<file path="src/rtl/mem_arb_pkg.sv">
// mem_arb_pkg: shared types and constants for the instruction/data memory arbiter
package mem_arb_pkg;
  typedef enum logic [1:0] {OWN_NONE, OWN_IF, OWN_D} owner_t;
  localparam int STARVE_CNT_W = 4;
endpackage

</file>
<file path="src/rtl/mem_arbiter_if.sv">
// mem_arbiter_if: fetch port, load/store port and memory port bundled for the arbiter
// Ports: slave = arbiter view (requests and mem_rdata in; grants, responses and memory strobes out),
//        master = core/memory view (the mirror image).
interface mem_arbiter_if #(
  parameter int ADDR_W = 32,
  parameter int MEM_AW = 10
);
  logic              if_req;
  logic [ADDR_W-1:0] if_addr;
  logic              if_gnt;
  logic              if_rvalid;
  logic [31:0]       if_rdata;
  logic              d_req;
  logic              d_we;
  logic [ADDR_W-1:0] d_addr;
  logic [31:0]       d_wdata;
  logic [3:0]        d_be;
  logic              d_gnt;
  logic              d_rvalid;
  logic [31:0]       d_rdata;
  logic              mem_en;
  logic              mem_we;
  logic [MEM_AW-1:0] mem_addr;
  logic [31:0]       mem_wdata;
  logic [3:0]        mem_be;
  logic [31:0]       mem_rdata;
  modport slave (
    input  if_req, if_addr, d_req, d_we, d_addr, d_wdata, d_be, mem_rdata,
    output if_gnt, if_rvalid, if_rdata, d_gnt, d_rvalid, d_rdata,
           mem_en, mem_we, mem_addr, mem_wdata, mem_be
  );
  modport master (
    output if_req, if_addr, d_req, d_we, d_addr, d_wdata, d_be, mem_rdata,
    input  if_gnt, if_rvalid, if_rdata, d_gnt, d_rvalid, d_rdata,
           mem_en, mem_we, mem_addr, mem_wdata, mem_be
  );
endinterface

</file>
<file path="src/rtl/mem_arbiter.sv">
// mem_arbiter: shares one single-port memory between instruction fetch and load/store
// Ports: clk, reset (sync, active-high); bus (mem_arbiter_if.slave) carrying both requester ports and the memory port.
module mem_arbiter
  import mem_arb_pkg::*;
#(
  parameter int ADDR_W     = 32,
  parameter int MEM_AW     = 10,
  parameter int STARVE_MAX = 4
) (
  input logic           clk,
  input logic           reset,
  mem_arbiter_if.slave  bus
);
  localparam logic [STARVE_CNT_W-1:0] SMAX = STARVE_CNT_W'(STARVE_MAX);
  logic [STARVE_CNT_W-1:0] starve_cnt;
  owner_t                  rd_owner;
  logic                    if_win;
  logic                    unused_addr;
  // Data wins collisions unless fetch has been denied STARVE_MAX times in a row.
  assign if_win = bus.if_req && (!bus.d_req || starve_cnt == SMAX);
  assign bus.if_gnt = !reset && if_win;
  assign bus.d_gnt  = !reset && bus.d_req && !if_win;
  assign bus.mem_en    = bus.if_gnt || bus.d_gnt;
  assign bus.mem_we    = bus.d_gnt && bus.d_we;
  assign bus.mem_addr  = bus.if_gnt ? bus.if_addr[MEM_AW+1:2] : bus.d_gnt ? bus.d_addr[MEM_AW+1:2] : '0;
  assign bus.mem_wdata = bus.d_gnt ? bus.d_wdata : '0;
  assign bus.mem_be    = bus.if_gnt ? 4'hF : bus.d_gnt ? bus.d_be : 4'h0;
  // Valids are suppressed during reset so an in-flight read is dropped immediately.
  assign bus.if_rvalid = !reset && rd_owner == OWN_IF;
  assign bus.d_rvalid  = !reset && rd_owner == OWN_D;
  assign bus.if_rdata  = bus.mem_rdata;
  assign bus.d_rdata   = bus.mem_rdata;
  assign unused_addr = ^{bus.if_addr[ADDR_W-1:MEM_AW+2], bus.if_addr[1:0],
                         bus.d_addr[ADDR_W-1:MEM_AW+2], bus.d_addr[1:0]};
  always_ff @(posedge clk) begin
    if (reset) begin
      starve_cnt <= '0;
      rd_owner   <= OWN_NONE;
    end else begin
      starve_cnt <= (!bus.if_req || bus.if_gnt) ? '0 : (starve_cnt == SMAX) ? starve_cnt : starve_cnt + 1'b1;
      rd_owner   <= bus.if_gnt ? OWN_IF : (bus.d_gnt && !bus.d_we) ? OWN_D : OWN_NONE;
    end
  end
endmodule

</file>
<file path="src/flat_wrapper.sv">
// flat-port wrapper written by rule: the top's interface ports become plain ports
module mem_arbiter_flat import mem_arb_pkg::*;
#(
  parameter int ADDR_W     = 32,
  parameter int MEM_AW     = 10,
  parameter int STARVE_MAX = 4
)
  (clk, reset, bus_if_req, bus_if_addr, bus_d_req, bus_d_we, bus_d_addr, bus_d_wdata, bus_d_be, bus_mem_rdata, bus_if_gnt, bus_if_rvalid, bus_if_rdata, bus_d_gnt, bus_d_rvalid, bus_d_rdata, bus_mem_en, bus_mem_we, bus_mem_addr, bus_mem_wdata, bus_mem_be);
  mem_arbiter_if #(.ADDR_W(ADDR_W), .MEM_AW(MEM_AW)) bus_i ();
  input logic clk;
  input logic reset;
  input wire logic [$bits(bus_i.if_req)-1:0] bus_if_req;
  input wire logic [$bits(bus_i.if_addr)-1:0] bus_if_addr;
  input wire logic [$bits(bus_i.d_req)-1:0] bus_d_req;
  input wire logic [$bits(bus_i.d_we)-1:0] bus_d_we;
  input wire logic [$bits(bus_i.d_addr)-1:0] bus_d_addr;
  input wire logic [$bits(bus_i.d_wdata)-1:0] bus_d_wdata;
  input wire logic [$bits(bus_i.d_be)-1:0] bus_d_be;
  input wire logic [$bits(bus_i.mem_rdata)-1:0] bus_mem_rdata;
  output wire logic [$bits(bus_i.if_gnt)-1:0] bus_if_gnt;
  output wire logic [$bits(bus_i.if_rvalid)-1:0] bus_if_rvalid;
  output wire logic [$bits(bus_i.if_rdata)-1:0] bus_if_rdata;
  output wire logic [$bits(bus_i.d_gnt)-1:0] bus_d_gnt;
  output wire logic [$bits(bus_i.d_rvalid)-1:0] bus_d_rvalid;
  output wire logic [$bits(bus_i.d_rdata)-1:0] bus_d_rdata;
  output wire logic [$bits(bus_i.mem_en)-1:0] bus_mem_en;
  output wire logic [$bits(bus_i.mem_we)-1:0] bus_mem_we;
  output wire logic [$bits(bus_i.mem_addr)-1:0] bus_mem_addr;
  output wire logic [$bits(bus_i.mem_wdata)-1:0] bus_mem_wdata;
  output wire logic [$bits(bus_i.mem_be)-1:0] bus_mem_be;
  assign bus_i.if_req = bus_if_req;
  assign bus_i.if_addr = bus_if_addr;
  assign bus_i.d_req = bus_d_req;
  assign bus_i.d_we = bus_d_we;
  assign bus_i.d_addr = bus_d_addr;
  assign bus_i.d_wdata = bus_d_wdata;
  assign bus_i.d_be = bus_d_be;
  assign bus_i.mem_rdata = bus_mem_rdata;
  assign bus_if_gnt = bus_i.if_gnt;
  assign bus_if_rvalid = bus_i.if_rvalid;
  assign bus_if_rdata = bus_i.if_rdata;
  assign bus_d_gnt = bus_i.d_gnt;
  assign bus_d_rvalid = bus_i.d_rvalid;
  assign bus_d_rdata = bus_i.d_rdata;
  assign bus_mem_en = bus_i.mem_en;
  assign bus_mem_we = bus_i.mem_we;
  assign bus_mem_addr = bus_i.mem_addr;
  assign bus_mem_wdata = bus_i.mem_wdata;
  assign bus_mem_be = bus_i.mem_be;
  mem_arbiter #(.ADDR_W(ADDR_W), .MEM_AW(MEM_AW), .STARVE_MAX(STARVE_MAX)) u_core (.clk(clk), .reset(reset), .bus(bus_i));
endmodule
</file>
<file path="config.mk">
export PLATFORM = sky130hd
export DESIGN_NAME = mem_arbiter_flat
export DESIGN_NICKNAME = d
export VERILOG_FILES = /design/src/rtl/mem_arb_pkg.sv /design/src/rtl/mem_arbiter_if.sv /design/src/rtl/mem_arbiter.sv /design/src/flat_wrapper.sv
export SDC_FILE = /design/constraint.sdc
export NUM_CORES = 1
export LEC_CHECK = 0
export ABC_AREA = 1
export CAP_MARGIN = 15
export CORE_AREA = 2 2 99 101
export CTS_CLUSTER_DIAMETER = 50
export DETAILED_ROUTE_END_ITERATION = 8
export DIE_AREA = 0 0 101 103
export PLACE_DENSITY = 0.65
export SYNTH_ARGS = -nofsm -noshare
export SYNTH_HDL_FRONTEND = slang
export SYNTH_SLANG_ARGS = --single-unit
</file>
<file path="constraint.sdc">
create_clock -name clk -period 1.72 [get_ports clk]
set_input_delay 0.516 -clock clk [delete_from_list [all_inputs] [get_ports clk]]
set_output_delay 0.516 -clock clk [all_outputs]
set_load 0.05 [all_outputs]
</file>
# Word-level counts from Yosys, hierarchy flattened

Index checks and enable logic that the tools add are counted.

Output and inout port bits: 116
Register bits after elaboration: 6
Input port bits: 137
Logic and storage cells: 32

Add/sub/neg operators: 1
Muxes and demuxes: 7
Equality and inequality tests: 3
Reduce and logical (&&, ||, !) cells: 18

Operators with widths:

| kind                                                             | number |
|---|---|
| 32-bit two-way mux                                               | 1 |
| 10-bit two-way mux                                               | 2 |
| 1-bit logical AND                                                | 8 |
| 4-bit two-way mux                                                | 2 |
| 1-bit zero test                                                  | 5 |
| 4-bit by 1-bit adder with 4-bit output (second input constant)   | 1 |
| 4-bit by 3-bit == test with 1-bit output (second input constant) | 1 |
| 2-bit OR reduction                                               | 2 |
| 1-bit logical OR                                                 | 3 |
| 2-bit by 1-bit == test with 1-bit output (second input constant) | 1 |
| 2-bit == test (second input constant)                            | 1 |
| 2-bit two-way mux                                                | 1 |
| 1-bit two-way mux                                                | 1 |

# Logic depth before layout (Yosys ltp)

Word-level depth: 8
Gate-level depth with buffers: 7
Depth with buffers taken out: 7

# Worst setup path after synthesis

OpenSTA, ideal clock, no wires.

Path type: register to output
Start point: register u_core.starve_cnt[0]
End point: output port bus_mem_wdata[23]
Setup slack: -456 ps
Path buffers: 1
Data required time: 1204 ps
Cell stages (with the launch flop): 7
Arrival: 1660 ps
Cell sequence: dfxtp_1 > inv_1 > ha_1 > nand4_4 > nand2_4 > buf_6 > nor2_1

Word-level cells in the longest chain between the ends: 6

Ends and longest elaborated chain:

| item                                     | line               | source |
|---|---|---|
| from (decl)                              | mem_arbiter.sv:15  | `logic [STARVE_CNT_W-1:0] starve_cnt;` |
| from (signal assigned)                   | mem_arbiter.sv:40  | `starve_cnt <= (!bus.if_req \|\| bus.if_gnt) ? '0 : (starve_cnt == SMAX) ? starve_cnt : starve_cnt + 1'b1;` |
| 4-bit by 3-bit == test with 1-bit output | mem_arbiter.sv:20  | `assign if_win = bus.if_req && (!bus.d_req \|\| starve_cnt == SMAX);` |
| 1-bit logical OR                         | mem_arbiter.sv:20  |  |
| 1-bit logical AND                        | mem_arbiter.sv:20  |  |
| 1-bit zero test                          | mem_arbiter.sv:22  | `assign bus.d_gnt = !reset && bus.d_req && !if_win;` |
| 1-bit logical AND                        | mem_arbiter.sv:22  |  |
| 32-bit two-way mux                       | mem_arbiter.sv:26  | `assign bus.mem_wdata = bus.d_gnt ? bus.d_wdata : '0;` |
| to (decl)                                | flat_wrapper.sv:29 | `output wire logic [$bits(bus_i.mem_wdata)-1:0] bus_mem_wdata;` |

No other way between the ends.

# Worst setup path after layout

Start point: register u_core.starve_cnt[1]
End point: output port bus_mem_we

Word-level cells in the longest chain between the ends: 6

Ends and longest elaborated chain:

| item                                     | line               | source |
|---|---|---|
| 4-bit by 3-bit == test with 1-bit output | mem_arbiter.sv:20  |  |
| 1-bit logical OR                         | mem_arbiter.sv:20  |  |
| 1-bit logical AND                        | mem_arbiter.sv:20  |  |
| 1-bit zero test                          | mem_arbiter.sv:22  |  |
| 1-bit logical AND                        | mem_arbiter.sv:22  |  |
| 1-bit logical AND                        | mem_arbiter.sv:24  | `assign bus.mem_we = bus.d_gnt && bus.d_we;` |
| to (decl)                                | flat_wrapper.sv:27 | `output wire logic [$bits(bus_i.mem_we)-1:0] bus_mem_we;` |

No other way between the ends.

==> results.ini <==
[cts]
cts_hold_buf=0
cts_tree=yes
htree_num_levels=1
clk_pin_slew_ns=0.03
cts_buffers=3
clock_path_buffers=2
root_buffer=clkbuf_8
insertion_delay_ns=0.22
cts_sinks=6

[layout]
antenna_cells=0
final_cell_mix=clkdlybuf4s50_1 (57), buf_12 (57), inv_1 (36)
nets=439
design_area_sq_um=3540
area_growth_pct=175
drive_above_1_share_pct=56.4

[critical_path]
path_class=flop to output port
r2r_end=u_core.starve_cnt[1]
start_kind=flop
endpoint_kind=output port
arrival_ns=1.50
r2r_start=u_core.starve_cnt[0]
ff2ff_setup_slack_ns=0.31
crit_required_ns=1.20
reg2regPathDepth=9
worst-path-max-fanout=6

[logic_synthesis]
synth_area_sq_um=1290
synth_ff_type=dfxtp_1
synth.avg_cell_area_sq_um=5.88
syn-num-nets=358
synth.area.top_cells=buf_4 (37%), inv_1 (12%), nor2_1 (12%), nand3_1 (10%), dfxtp_1 (9.3%)
yosysTopAreaCell=buf_4
synth.top_cell.area_share_pct=37.3
ys_seq_elements=6
synth.distinct_cells=17
async_flop_share_pct=0
ys_warn_count=0
netlist_instances=219
synth_seq_area_share_pct=9.33
synth-edff-count=0

[sta]
max_freq_mhz=495
fin_crit_sh_pct=117
final_max_slew_viol_count=0
period_minus_slack_ns=2.02
setup_tns_ns=-12.89
relSlewSlack_pct=87.2
fin_skew_ns=0.00215
layout_setup_ws_ns=-0.299
hold_violations=0
rsz0062_at_grt=yes
setup_viol=50
tightest_slew_ns=0.192

[grt]
grt-ovfl-total=0
antenna_found_initial=0
grt_first_pass_wirelength_microns=7780
grt_max_degree=15
grt_usage_pct=9.43
grt_pass1_vias=1670

[pwr]
power_leakage_nw=1.46
power_density_nw_per_um2=356
ir_drop_mv=0.154

[run_status]
outcome=complete, but fails checks
violations=setup timing

[hold_path]
min_to=u_core.starve_cnt[0]
hold_depth=2
hold_class=flop to flop
min_from=u_core.starve_cnt[0]

[detailed_routing]
drt-initial-drc-count=24
wl_microns=5100
firstDrtPassIters=4
ant_nets=0
wl_per_cell_microns=12.4
vias_per_cell=3.75
via_count=1547
route.detailed.drc=0

[placement]
dpl-instance-area_sq_um=3100
dp_hpwl_microns=4060
finalWeightedCongestion=0.708
port-buffer-count=112

[floorplanning]
pin_count=253
die_area_sq_um=10400
core_area_sq_um=9460
initial_core_util_pct=13.6
die_x_microns=101
dieHeight_microns=103
rows=36

[run]
drv_cap=0

==> critical path: stages, from the launching register on <==
cell and delay (ns):
dfxtp_2 0.32, inv_2 0.05, ha_4 0.17, nand4_4 0.10, nand2_8 0.09, buf_8 0.15, buf_12 0.14, nor2_4 0.12
buf_12 0.14
==> cell type report <==
| class | instances | area (sq um) |
|---|---|---|
| multi-input cells | 100 | 1040 |
| well taps | 114 | 143 |
| inverters | 42 | 171 |
| flip-flops and latches | 6 | 123 |
| fillers | 921 | 5920 |
| repair buffers | 147 | 2020 |
| clock buffers | 3 | 41.3 |
==> metal layers <==
metal	track usage [%]	wire length (microns)
met4	3.64	123
met2	18.4	2840
met5	0	0
met1	9.29	1600
met3	2.98	536
==> how the worst max path moves through the flow <==
stage	end	from	slack, ns	cells past startpoint
6_report	bus_mem_we	u_core.starve_cnt[1]	-0.30	8
5_1_grt	bus_mem_we	u_core.starve_cnt[1]	-0.36	8
4_1_cts	bus_mem_addr[5]	u_core.starve_cnt[1]	-0.33	9
3_5_place_dp	bus_mem_wdata[10]	bus_d_req	-0.71	7
3_3_place_gp	bus_mem_wdata[0]	bus_d_req	-0.71	7
2_1_floorplan	bus_mem_wdata[0]	bus_d_req	-0.25	4
==> synthesized netlist by cell type, types with 2 or more instances <==
| master | instances |
|---|---|
| dfxtp_1 | 6 |
| ha_1 | 2 |
| buf_6 | 4 |
| nand2_1 | 24 |
| buf_4 | 64 |
| nor2_1 | 40 |
| buf_2 | 3 |
| nand3_1 | 26 |
| inv_1 | 42 |
==> cell families (layout without fill, tap and decap cells) <==
logic type                 Yosys count  in the layout  synth area share (%)
adders and majority gates            2              2                  1.94
buffers and inverters              113            192                  54.2
DFF                                  6              6                  9.33
xor gates and xnor gates             1              1                 0.680
and+or+nand+nor                     95             95                  33.0
AOI/OAI and AO/OA                    2              2                 0.777
==> where the power goes <==
group	leakage (nW)	switching (mW)	total, mW	internal [mW]
clock network	0.0216	0.0562	0.206	0.150
registers	0.0497	0.00196	0.145	0.143
logic	1.38	0.449	0.910	0.462
==> state kept, by name (all words and copies together), names as in the netlist <==
| signal | count |
|---|---|
| u_core.starve_cnt | 4 |
| u_core.rd_owner | 2 |
==> metrics by stage <==
step | worst slack, ns | power, mW | hold slack (ns) | std cells | util [%]
global placement | -0.710 | 0.963 | 0.488 | 397 | 32.8
CTS | -0.331 | 1.26 | 0.523 | 407 | 36.7
finish | -0.299 | 1.26 | 0.515 | 412 | 37.4
detailed placement | -0.710 | 0.971 | 0.504 | 397 | 32.8
global route | -0.355 | 1.32 | 0.537 | 412 | 37.4
floorplan | -0.250 | 0.922 | 0.407 | 219 | -
==> what timing repair did <==
action,CTS,global route
buffers inserted,4,5
gates cloned,3,0
pin swaps,11,10
endpoints found under the setup margin,52,51
gates resized for setup,64,9
Power figures use the tool's default switching activity.
